## src/rtl/custom_bus_slave_fifo.sv

```systemverilog
// custom_bus_slave_fifo: request/ack bus slave; bus writes fill an RX FIFO, bus reads drain a TX FIFO.
module custom_bus_slave_fifo #(
    parameter int DATA_W   = 8,
    parameter int RX_DEPTH = 4,
    parameter int TX_DEPTH = 4
) (
    input  logic                          clk,
    input  logic                          rst,
    input  logic                          m_req,
    input  logic                          m_r0_w1,
    input  logic [DATA_W-1:0]             m_wr_data,
    output logic [DATA_W-1:0]             m_rd_data,
    input  logic                          m_done,
    output logic                          s_ack,
    output logic                          s_data_ack,
    output logic                          rx_valid,
    output logic [DATA_W-1:0]             rx_data,
    input  logic                          rx_ready,
    input  logic                          tx_valid,
    input  logic [DATA_W-1:0]             tx_data,
    output logic                          tx_ready,
    output logic [$clog2(RX_DEPTH):0]     rx_count,
    output logic [$clog2(TX_DEPTH):0]     tx_count,
    output logic                          busy,
    output logic                          protocol_err
);
    localparam int RAW = $clog2(RX_DEPTH);
    localparam int TAW = $clog2(TX_DEPTH);
    localparam int RCW = RAW + 1;
    localparam int TCW = TAW + 1;
    localparam logic [RAW:0] RX_FULL = RX_DEPTH[RAW:0];
    localparam logic [TAW:0] TX_FULL = TX_DEPTH[TAW:0];

    typedef enum logic [2:0] {
        IDLE, WR_WAIT, WR_ACK, WR_DATA, WR_DACK, RD_WAIT, RD_ACK, DONE_WAIT
    } state_t;

    state_t state, next;
    logic [DATA_W-1:0] rx_mem [RX_DEPTH];
    logic [DATA_W-1:0] tx_mem [TX_DEPTH];
    logic [RAW-1:0] rx_wr, rx_rd;
    logic [TAW-1:0] tx_wr, tx_rd;
    logic rx_push, rx_pop, tx_push, tx_pop;

    assign rx_valid = rx_count != '0;
    assign tx_ready = tx_count != TX_FULL;
    assign rx_data  = rx_valid ? rx_mem[rx_rd] : '0;
    assign rx_push  = state == WR_DATA;
    assign rx_pop   = rx_ready && rx_valid;
    assign tx_push  = tx_valid && tx_ready;
    assign tx_pop   = state == RD_ACK;

    always_comb begin
        next       = state;
        s_ack      = state == WR_ACK || state == RD_ACK;
        s_data_ack = state == WR_DACK;
        m_rd_data  = state == RD_ACK ? tx_mem[tx_rd] : '0;
        busy       = state != IDLE;
        case (state)
            IDLE:      if (m_req) next = m_r0_w1 ? (rx_count < RX_FULL ? WR_ACK : WR_WAIT)
                                             : (tx_count != '0 ? RD_ACK : RD_WAIT);
            WR_WAIT:   if (rx_count < RX_FULL) next = WR_ACK;
            WR_ACK:    next = WR_DATA;
            WR_DATA:   next = WR_DACK;
            WR_DACK:   next = DONE_WAIT;
            RD_WAIT:   if (tx_count != '0) next = RD_ACK;
            RD_ACK:    next = DONE_WAIT;
            DONE_WAIT: if (m_done) next = IDLE;
            default:   next = IDLE;
        endcase
    end

    // Only the bus pushes RX, so a slot seen free in WR_WAIT/IDLE is still free at WR_DATA.
    always_ff @(posedge clk) begin
        if (rst) begin
            state        <= IDLE;
            protocol_err <= 1'b0;
            rx_wr        <= '0;
            rx_rd        <= '0;
            tx_wr        <= '0;
            tx_rd        <= '0;
            rx_count     <= '0;
            tx_count     <= '0;
        end else begin
            state        <= next;
            protocol_err <= m_req && state != IDLE;
            if (rx_push) begin
                rx_mem[rx_wr] <= m_wr_data;
                rx_wr         <= rx_wr + RAW'(1);
            end
            if (rx_pop) rx_rd <= rx_rd + RAW'(1);
            if (tx_push) begin
                tx_mem[tx_wr] <= tx_data;
                tx_wr         <= tx_wr + TAW'(1);
            end
            if (tx_pop) tx_rd <= tx_rd + TAW'(1);
            rx_count <= rx_count + RCW'(rx_push) - RCW'(rx_pop);
            tx_count <= tx_count + TCW'(tx_push) - TCW'(tx_pop);
        end
    end
endmodule

```

## config.mk

```make
export PLATFORM = sky130hd
export DESIGN_NAME = custom_bus_slave_fifo
export DESIGN_NICKNAME = d
export VERILOG_FILES = /design/src/rtl/custom_bus_slave_fifo.sv
export SDC_FILE = /design/constraint.sdc
export NUM_CORES = 1
export LEC_CHECK = 0
export CAP_MARGIN = 20
export CELL_PAD_IN_SITES_DETAIL_PLACEMENT = 0
export CELL_PAD_IN_SITES_GLOBAL_PLACEMENT = 1
export CORE_ASPECT_RATIO = 0.7
export CORE_MARGIN = 5
export CORE_UTILIZATION = 40
export CTS_BUF_LIST = sky130_fd_sc_hd__clkbuf_4
export DETAILED_ROUTE_END_ITERATION = 8
export PLACE_DENSITY = 0.78
export SYNTH_ARGS = -nofsm -noshare
export SYNTH_HDL_FRONTEND = slang
export SYNTH_SLANG_ARGS = --single-unit
export TNS_END_PERCENT = 1
```

## constraint.sdc

```tcl
create_clock -name clk -period 2.45 [get_ports clk]
set_clock_uncertainty 0.2 [all_clocks]
set_input_delay 0.245 -clock clk [delete_from_list [all_inputs] [get_ports clk]]
set_output_delay 0.245 -clock clk [all_outputs]
set_load 0.05 [all_outputs]
```

==> results of run 1 <==
## cell usage after synthesis, drive strengths merged (2+ instances only)
cell type	number
clkbuf	3
and2b	5
fa	2
nand2b	2
a21oi	4
and2	10
inv	11
buf	6
nor3b	2
mux4	16
a211oi	2
o31ai	2
dfxtp	22
nor2	14
o21ai	3
xor2	7
or4b	2
edfxtp	64
ha	11
nand3b	2
nor3	5
nand2	3
nand3	3
nor2b	15
## through the flow
step | instance area, µm² | hold slack, ns | utilization, %
4_1_cts | 4409 | 0.1934 | 51.37
5_1_grt | 4438 | 0.1742 | 51.71
3_3_place_gp | 4257 | 0.3074 | 49.59
2_1_floorplan | 3615 | 0.1439 | -
6_report | 4438 | 0.2329 | 51.71
3_5_place_dp | 4257 | 0.3175 | 49.59
## state kept, by name, indices dropped and copies added (netlist names), named ones only
signal and count:
tx_mem 32, protocol_err 1, rx_wr 2, rx_rd 2, tx_count 3, rx_count 3
tx_rd 2, rx_mem 32, tx_wr 2, state 3
## worst paths after layout
check / from / end / slack (ns) / cells past startpoint
worst max-delay path: tx_count[0] / tx_count[2] / 0.15 / 11
worst min-delay path: m_wr_data[7] / rx_mem[0][7] / 0.23 / 1
worst max register to register: tx_count[0] / tx_count[2] / 0.15 / 11
worst min register to register: tx_wr[0] / tx_wr[0] / 0.34 / 2
## timing repair
action | in CTS | in global routing
pin swaps | 0 | 2
cloned | 0 | 0
endpoints found under the setup margin | 1 | 3
hold endpoints to repair | 0 | 0
resized for setup | 1 | 7
## cell type report
class	instances	area, µm²
Fill cell	742	4145
Sequential cell	86	2374
Multi-Input combinational cell	122	1176
Timing Repair Buffer	61	540.5
Tap cell	120	150.1
Clock inverter	7	86.33
Clock buffer	9	67.56
Inverter	11	43.79
## cells by family after synthesis
logic type	count (synthesis)
buf+inv	20
fa+ha+maj	13
compound gates	15
mux	17
xor+xnor	8
flops	86
simple gates	69
## placed cells by master (no fill, tap or decap), drive strengths merged, types with 2 or more instances in the layout
cell / instances
nand3: 3
fa: 2
o31ai: 2
clkdlybuf4s50: 29
nand2b: 2
edfxtp: 64
nor2: 14
nand3b: 2
nor2b: 15
buf: 30
and2: 10
dfxtp: 22
and2b: 5
a21oi: 4
nor3b: 2
clkbuf: 9
or4b: 2
xor2: 7
ha: 11
inv: 16
o21ai: 3
mux4: 16
nor3: 5
a211oi: 2
nand2: 3
## power by group
group          leakage (nW)  switching (W)  internal (W)
Combinational         0.727        0.00109      0.000706
Sequential            0.761       0.000121       0.00171
Clock                0.0814       0.000523      0.000336
## layer usage
metal,vias to the layer above,global-route usage [%]
li1,974,-
met1,919,17.83
met2,48,18.20
met3,5,5.566
met4,0,3.920
met5,-,0
==> metrics.md, run 1 <==
| Metric | Value |
|---|---|
| Clock buffer count from CTS | 9 |
| Worst-margin pin slew | 0.5022 ns |
| Clk sinks | 86 |
| IO Count | 51 |
| N_diodes | 0 |
| Setup violators final | 0 |
| DR WL/cell | between 15 and 20 µm |
| Core area | 8583 µm² |
| # hold bufs at CTS | 0 |
| Top cell type's share of synthesized area | 53.61% |
| Largest delay contributor family on the critical path | simple AND/OR/NAND/NOR gates |
| Global-route wire length before repair | 10340 µm |
| Die W | between 100 and 150 µm |
| DRC Markers | 0 |
| EDFF count, synth | 64 |
| I/O Buffers | 50 |
| Largest net degree at the start of global routing | 18 |
| Clock Latency Late Sink | 0.44 ns |
| Status | finished, final reports clean |
| Met2 WL | 2800 µm |
| Crit end category | register |
| Clk pin slew, worst setup/hold paths | 0.15 ns |
| CP required | roughly 2.6 ns |
| Routed Antenna Nets | 0 |
| Unrepaired setup endpoints after global routing | no |
| Total Routing Usage GR | around an eighth |
| FFs w/ async S/R, synth | 0% |
| Post-Synth Adder-Cell Area | about 5% |
| Root Buffer | clkbuf_4 |
| Rows | 28 |
| Relative slew slack | 66.47% |
| Cells along the critical path | nor3b_4 > inv_4 > nand2_1 > ha_4 > inv_2 > ha_2 > inv_1 > fa_2 > xor2_1 > and2_2 > nor3_2 |
| XOR/XNOR Fraction of Synth Area | 1.955% |
| Initial Utilization | 41.76% |
| Largest stage delay on the critical path | between 0.3 and 0.4 ns |
| Seq cells post-synth | 86 |
| PnR Total Power | 0.004491 W |
| Final cycle utilization of the critical path | 94.05% |
| Worst Slack Setup Final | about 0.15 ns |
| Hold WC Path Type | in -> reg |
| Mean Syn Cell Area | 15.72 µm² |
| Crit-path max FO | 5 |
| TritonRoute pass-1 iters | 4 |
| Synth cell types | 40 |
| Setup WS pre-CTS | 0.03389 ns |
| Largest family of logic cells by synthesized area | simple AND/OR/NAND/NOR gates |
| Initial DRC Count | 95 |
| GPL Wtd Cong | roughly 0.72 |
| DP Wirelength | between 4000 and 5000 µm |
| Cell Area, Synth | 3585 µm² |
| Post-synthesis sequential area ratio | 65.90% |
| Total grt overflow | 0 |
| Crit start category | register |
| Pwr Density | roughly 1000 nW/µm² |
| Die ar. | 10990 µm² |
| Max clock buf depth | 2 |
| Vias in the first global route | about 2000 |
| Worst path arrival time | 2.48 ns |
| Layout cells sized above 1 | 26.01% |
| Synth Instances | 228 |
| CP max stage cell | dfxtp_4 |
| H-tree lvl count | 3 |
| Worst vdd ir | approximately 0.56 mV |
| Via-to-Cell Ratio | 4.678 |
| Post-synthesis compound-gate area fraction | 3.037% |
| Post-Syn Nets | 264 |
| Highest Signal Layer | met4 |
| Die extent in y | 89.21 µm |
| Yosys warnings | 0 |
| Initial antenna violation count | 0 |
| Max Cap Viol | 0 |
| Setup repair bufs after CTS | 0 |
| Final TNS setup | 0 ns |
| Synth area leader | edfxtp_1 |
| Bufs and invs on worst path | 3 |
| Crit Path Category | reg -> reg |
| Final nets | 327 |
| WL met3 | around 420 µm |
| P&R area growth vs syn | 23.80% |
| Pleak | 1.569 nW |
| Fin. Hold Viols | 0 |
| Top post-synthesis cells by area | edfxtp_1, dfxtp_1, mux4_2 |
| WL final | approximately 6200 µm |
| Via Count | 1946 |
| Most common flop cell mapped by yosys | edfxtp_1 |
| Non-filler instance count after layout | 416 |
| Dpl cells | 400 |
| Met1 wire length | around 3000 µm |
| Max-slew violations | 0 |
| Final Critical Period | between 2 and 2.5 ns |
| CTS tree | built |
| Simple-Gate Fraction of Synth Area | 11.45% |
| Mux contribution to synthesized area | 10.33% |
| Fmax | 434.0 MHz |
No activity file was read; power rests on OpenSTA's default activity.
==> run 2, diff against run 1 <==
Settings changed: CTS_CLUSTER_SIZE set to 25, HOLD_SLACK_MARGIN set to 0.1.
==> results of run 2 <==
Same layout as run 1: the final DEF is identical, and so are final timing and power.
==> edit 1, RTL diff (flow settings as in run 1) <==
Remove the register `protocol_err`: a continuous assignment takes its place, so the output `protocol_err` follows one clock earlier.
--- a/src/rtl/custom_bus_slave_fifo.sv
+++ b/src/rtl/custom_bus_slave_fifo.sv
@@ -75,5 +75,4 @@
         if (rst) begin
             state        <= IDLE;
-            protocol_err <= 1'b0;
             rx_wr        <= '0;
             rx_rd        <= '0;
@@ -84,5 +83,4 @@
         end else begin
             state        <= next;
-            protocol_err <= m_req && state != IDLE;
             if (rx_push) begin
                 rx_mem[rx_wr] <= m_wr_data;
@@ -99,4 +97,6 @@
         end
     end
+
+    assign protocol_err = m_req && state != IDLE;
 endmodule
 
Check against the original RTL: not equivalent (Yosys sat finds a counterexample within 4 cycles, from zero or initial values and one cycle with rst high).
==> edit 1 against run 1 <==
- worst hold slack improved by 0.0089 ns
- sequential cell count fell by 1
- highest routed layer unchanged
- routed wire length decreased by 0.43%
- total power grew 0.52%
- area after synthesis fell by 1.4%
- critical endpoint unchanged
- design area decreased by 1.7%
- largest power group unchanged
- worst setup slack lost 0.031 ns
- critical path depth shrank 1
- synthesized cell count is 0.88% lower
==> edit 1: results (changes against run 1) <==
| Metric | Value |
|---|---|
| Leakage | `1.547 nW (was 1.569 nW)` |
| RD Place Congestion | `0.7423 (was 0.7234)` |
| Number of global-route vias before repair | `1987 (was 2001)` |
| Part of the Yosys area used for sequential elements | `66.24% (was 65.90%)` |
| Slowest Stage Delay on Critical Path | `0.43 ns (was 0.39 ns)` |
| Post-synthesis compound-gate area fraction | `1.840% (was 3.037%)` |
| Clk_lat worst skew | `between 0.4 and 0.5 ns` |
| Post-synth ARST share | `0% (unchanged)` |
| R2r worst-path depth | `10 (was 11)` |
| Post-synthesis mux area share | `10.47% (was 10.33%)` |
| Final hold slack | `0.2419 ns (was 0.2329 ns)` |
| Xor/xnor share of the synthesized area | `2.725% (was 1.955%)` |
| Worst hold path endpoint | `rx_mem[1][3] (was rx_mem[0][7])` |
| Slew @ Worst Pin | `0.5236 ns (was 0.5022 ns)` |
| Worst hold start | `m_wr_data[3] (was m_wr_data[7])` |
| Status | `finished, final reports clean (unchanged)` |
| Cell Area, Placed | `4198 µm² (was 4257 µm²)` |
| Post-synth EDFFs | `64 (unchanged)` |
| Hpwl dp | `4465 µm (was 4471 µm)` |
| Crit path DAT | `2.46 ns (was 2.48 ns)` |
| Internal reg-to-reg setup slack | `0.11 ns (was 0.15 ns)` |
| Vias/cell | `4.660 (was 4.678)` |
| R2r startpoint | `tx_count[0] (unchanged)` |
| Post-Synth Adder-Cell Area | `5.025% (was 4.956%)` |
| Synth cell count leaders | `64 x edfxtp_1, 25 x and2_1, 21 x dfxtp_1, 17 x nor2_1, 16 x mux4_2 (was 64 x edfxtp_1, 22 x dfxtp_1, 16 x mux4_2, 15 x nor2b_1, 14 x nor2_1)` |
| Netlist cell types | `37 (was 40)` |
| Slowest cell on the critical path | `or3b_4 (was dfxtp_4)` |
| Initial antenna violation count | `0 (unchanged)` |
| Post-Syn Nets | `262 (was 264)` |
| Clock transition at path regs | `0.13 ns (was 0.15 ns)` |
| Layout net count | `323 (was 327)` |
| First-pass GRT wire length | `10250 µm (was 10340 µm)` |
| Maximum VDD drop | `0.0007969 V (was 0.0005557 V)` |
| Largest regs | `rx_mem x32, tx_mem x32 (unchanged)` |
| Fin. Hold Viols | `0 (unchanged)` |
| Layout cell share with drive strength beyond 1 | `25.68% (was 26.01%)` |
| Area contributors post-synth | `edfxtp_1 54%, dfxtp_1 12%, mux4_2 10% (unchanged)` |
| First DRT Iteration DRCs | `79 (was 95)` |
| Wirelength, routed | `6221 µm (was 6248 µm)` |
| Largest net degree at the start of global routing | `19 (was 18)` |
| GRT Util Overall | `12.73% (was 12.80%)` |
-- edit 1: cell count changes after synthesis, sizes merged, moves of 3 or more --
cell | before | now
nor3 | 5 | 2
nand2 | 3 | 9
nor2b | 15 | 4
and2b | 5 | 0
xnor2 | 1 | 7
nor2 | 14 | 18
xor2 | 7 | 4
and2 | 10 | 25
-- edit 1: layer usage --
metal / GRT usage, % / vias up / part of all wire [%]
li1: - / 944 / -
met2: 19.69 / 35 / 47
met5: 0 / - / 0
met4: 4.878 / 0 / 1.6
met3: 4.984 / 10 / 5.3
met1: 16.34 / 931 / 46
-- edit 1: worst max-delay path by stage --
stage,startpoint,endpoint,slack [ns],cells after the start
final,tx_count[0],tx_count[2],0.11,10
after global placement,rx_ready,rx_count[2],0.14,9
after floorplan,tx_count[2],tx_count[2],-0.01,10
after detailed placement,tx_valid,tx_count[2],0.11,10
after CTS,state[1],s_ack,0.07,4
after global routing,rx_count[2],rx_count[2],0.01,9
-- edit 1: area by class of cell --
| cell class | instances | area [µm²] |
|---|---|---|
| Clock inverter | 7 | 97.59 |
| Inverter | 9 | 33.78 |
| Multi-Input combinational cell | 121 | 1125 |
| Fill cell | 766 | 4187 |
| Sequential cell | 85 | 2351 |
| Timing Repair Buffer | 61 | 536.8 |
| Clock buffer | 9 | 67.56 |
| Tap cell | 120 | 150.1 |
-- edit 1: through the flow --
step	instances	TNS, ns	utilization (%)
after floorplan	226	-0.01478	-
after global placement	396	0	49.11
after detailed placement	396	0	49.11
after CTS	412	0	51.00
after global routing	412	0	51.02
final	412	0	51.02
-- edit 1: power by group --
group	total [W]	internal, W	switching [W]
Sequential	0.00180	0.00170	0.000103
Combinational	0.00180	0.000710	0.00109
Clock	0.000908	0.000421	0.000487
Total	0.00451	0.00283	0.00168
-- edit 1: critical path, delay by kind of cell, from the launching register on --
kind | cells | cell delay [ns]
XOR/XNOR | 2 | 0.31
adder cells (fa/ha/maj) | 3 | 0.66
flip-flops | 1 | 0.39
buffers and inverters | 2 | 0.09
AND/OR/NAND/NOR | 3 | 0.59
-- edit 1: what timing repair did --
| action | in CTS | in global routing |
|---|---|---|
| endpoints found under the hold margin | 0 | 0 |
| setup endpoints to repair | 3 | 1 |
| resized for setup | 3 | 1 |
| hold buffers | 0 | 0 |
-- edit 1: cell families (layout without fill, tap and decap cells) --
group	count (synthesis)	after routing
buf+inv	20	86
simple gates	69	69
flops	85	85
xor+xnor	11	11
compound gates	11	11
fa+ha+maj	13	13
mux	17	17
==> edit 2, RTL diff (settings of run 1) <==
Made on the original files. Change the parameter `TX_DEPTH` from 4 to 2.
--- a/src/rtl/custom_bus_slave_fifo.sv
+++ b/src/rtl/custom_bus_slave_fifo.sv
@@ -3,5 +3,5 @@
     parameter int DATA_W   = 8,
     parameter int RX_DEPTH = 4,
-    parameter int TX_DEPTH = 4
+    parameter int TX_DEPTH = 2
 ) (
     input  logic                          clk,
Ports: changed (resized tx_count); port bits go from 51 to 50. No check against the original RTL was run, so the function may have changed too.
==> edit 2 against run 1 <==
- worst hold slack better by 0.0049 ns
- design area is 21% lower
- final cell count decreased by 16%
- via count fell by 18%
- area after synthesis is 23% lower
- total power is 7.9% lower
- worst setup slack got worse by 0.093 ns
- sequential cell count shrank 20
- synthesized cell count decreased by 18%
- routed wire length decreased by 22%
- largest power group is now combinational logic
==> edit 2: results (changes against run 1) <==
| Metric | Value |
|---|---|
| Leakage | `1.329 nW (was 1.569 nW)` |
| Post-Synth Adder-Cell Area | `4.378% (was 4.956%)` |
| Cell Area, Placed | `3348 µm² (was 4257 µm²)` |
| GRT Util Overall | `12.52% (was 12.80%)` |
| Post-synthesis mux area share | `9.850% (was 10.33%)` |
| Largest delay share family, worst path | `adder cells (was simple AND/OR/NAND/NOR gates)` |
| CP Max Fanout | `2 (was 5)` |
| Area contributors post-synth | `edfxtp_1 53%, dfxtp_1 13%, mux4_2 6.6% (was edfxtp_1 54%, dfxtp_1 12%, mux4_2 10%)` |
| WL per Instance | `13.99 µm (was 15.02 µm)` |
| RD Place Congestion | `0.6910 (was 0.7234)` |
| Placed Cells | `332 (was 400)` |
| Post-synth EDFFs | `48 (was 64)` |
| Hpwl dp | `3465 µm (was 4471 µm)` |
| Total vias in the final route | `1605 (was 1946)` |
| Port Buffer Count | `49 (was 50)` |
| Maximum VDD drop | `0.0005352 V (was 0.0005557 V)` |
| Status | `finished, final reports clean (unchanged)` |
| # clock sinks | `66 (was 86)` |
| Filler cells | `588 (was 742)` |
| Largest regs | `rx_mem x32, tx_mem x16 (was rx_mem x32, tx_mem x32)` |
| Layout cell share with drive strength beyond 1 | `23.23% (was 26.01%)` |
| Slowest cell on the critical path | `or3_1 (was dfxtp_4)` |
| Xor/xnor share of the synthesized area | `2.873% (was 1.955%)` |
| Part of the Yosys area used for sequential elements | `65.66% (was 65.90%)` |
| Netlist cell types | `36 (was 40)` |
| Total of warnings raised by yosys | `0 (unchanged)` |
| Largest net degree at the start of global routing | `20 (was 18)` |
| R2r worst-path depth | `9 (was 11)` |
| Post-Syn Nets | `219 (was 264)` |
| Clk_lat worst skew | `0.38 ns (was 0.44 ns)` |
| Max_slew headroom | `65.49% (was 66.47%)` |
| First-pass GRT wire length | `7983 µm (was 10340 µm)` |
| Non-filler cells, final | `348 (was 416)` |
| Clock transition at path regs | `0.11 ns (was 0.15 ns)` |
| First DRT Iteration DRCs | `22 (was 95)` |
-- edit 2: changes by cell type after synthesis, sizes merged, moves of 3 or more --
cell    change
inv         -3
nor2        +8
mux4        -8
nor2b      -10
xor2        -3
dfxtp       -4
ha          -3
nor3        -4
xnor2       +4
edfxtp     -16
and2        +4
mux2i       +8
and2b       -4
-- edit 2: path summary, 6_finish.rpt --
| kind | from | endpoint | slack [ns] |
|---|---|---|---|
| setup / recovery | rx_count[2] | rx_count[2] | 0.05 |
| hold / removal | tx_data[4] | tx_mem[1][4] | 0.24 |
| setup reg to reg | rx_count[2] | rx_count[2] | 0.05 |
| hold reg to reg | tx_rd | register | 0.31 |
-- edit 2: final cells by class --
type / count / area share [%]
timing repair buffer: 60 / 15.13
tap: 94 / 3.339
inverter: 8 / 0.8526
multi-input combinational: 104 / 24.94
clock buffer: 11 / 2.345
sequential: 66 / 51.15
clock inverter: 5 / 2.238
-- edit 2: repair_timing --
action | 4_1_cts | 5_1_grt
pin swaps | 0 | 1
resized for setup | 2 | 4
cloned | 0 | 0
endpoints found under the hold margin | 0 | 0
setup endpoints to repair | 2 | 2
hold buffers | 0 | 0
-- edit 2: logic make-up after synthesis --
logic type               after synthesis
AO/OA/AOI/OAI                          9
XOR/XNOR                               9
adder cells (fa/ha/maj)                9
buffers and inverters                 17
flip-flops                            66
multiplexers                          17
AND/OR/NAND/NOR                       60
-- edit 2: power by group --
| group | switching [W] | internal (W) |
|---|---|---|
| Clock | 0.000364 | 0.000436 |
| Sequential | 0.0000905 | 0.00134 |
| Combinational | 0.00115 | 0.000753 |
-- edit 2: through the flow --
stage	setup WS, ns	utilization, %
6_report	0.05326	52.37
5_1_grt	-0.04407	52.37
3_3_place_gp	0.04980	49.79
2_1_floorplan	-0.1688	-
4_1_cts	0.007802	52.15
3_5_place_dp	0.01940	49.79
-- edit 2: routing by layer --
| metal | vias to the layer above | share of wire, % | global-route usage (%) | routed length, µm |
|---|---|---|---|---|
| met5 | - | 0 | 0 | 0 |
| met4 | 0 | 0.70 | 5.296 | 34 |
| met3 | 2 | 4.7 | 5.037 | 231 |
| met2 | 36 | 44 | 17.40 | 2157 |
| met1 | 772 | 50 | 17.22 | 2444 |
| li1 | 795 | - | - | - |
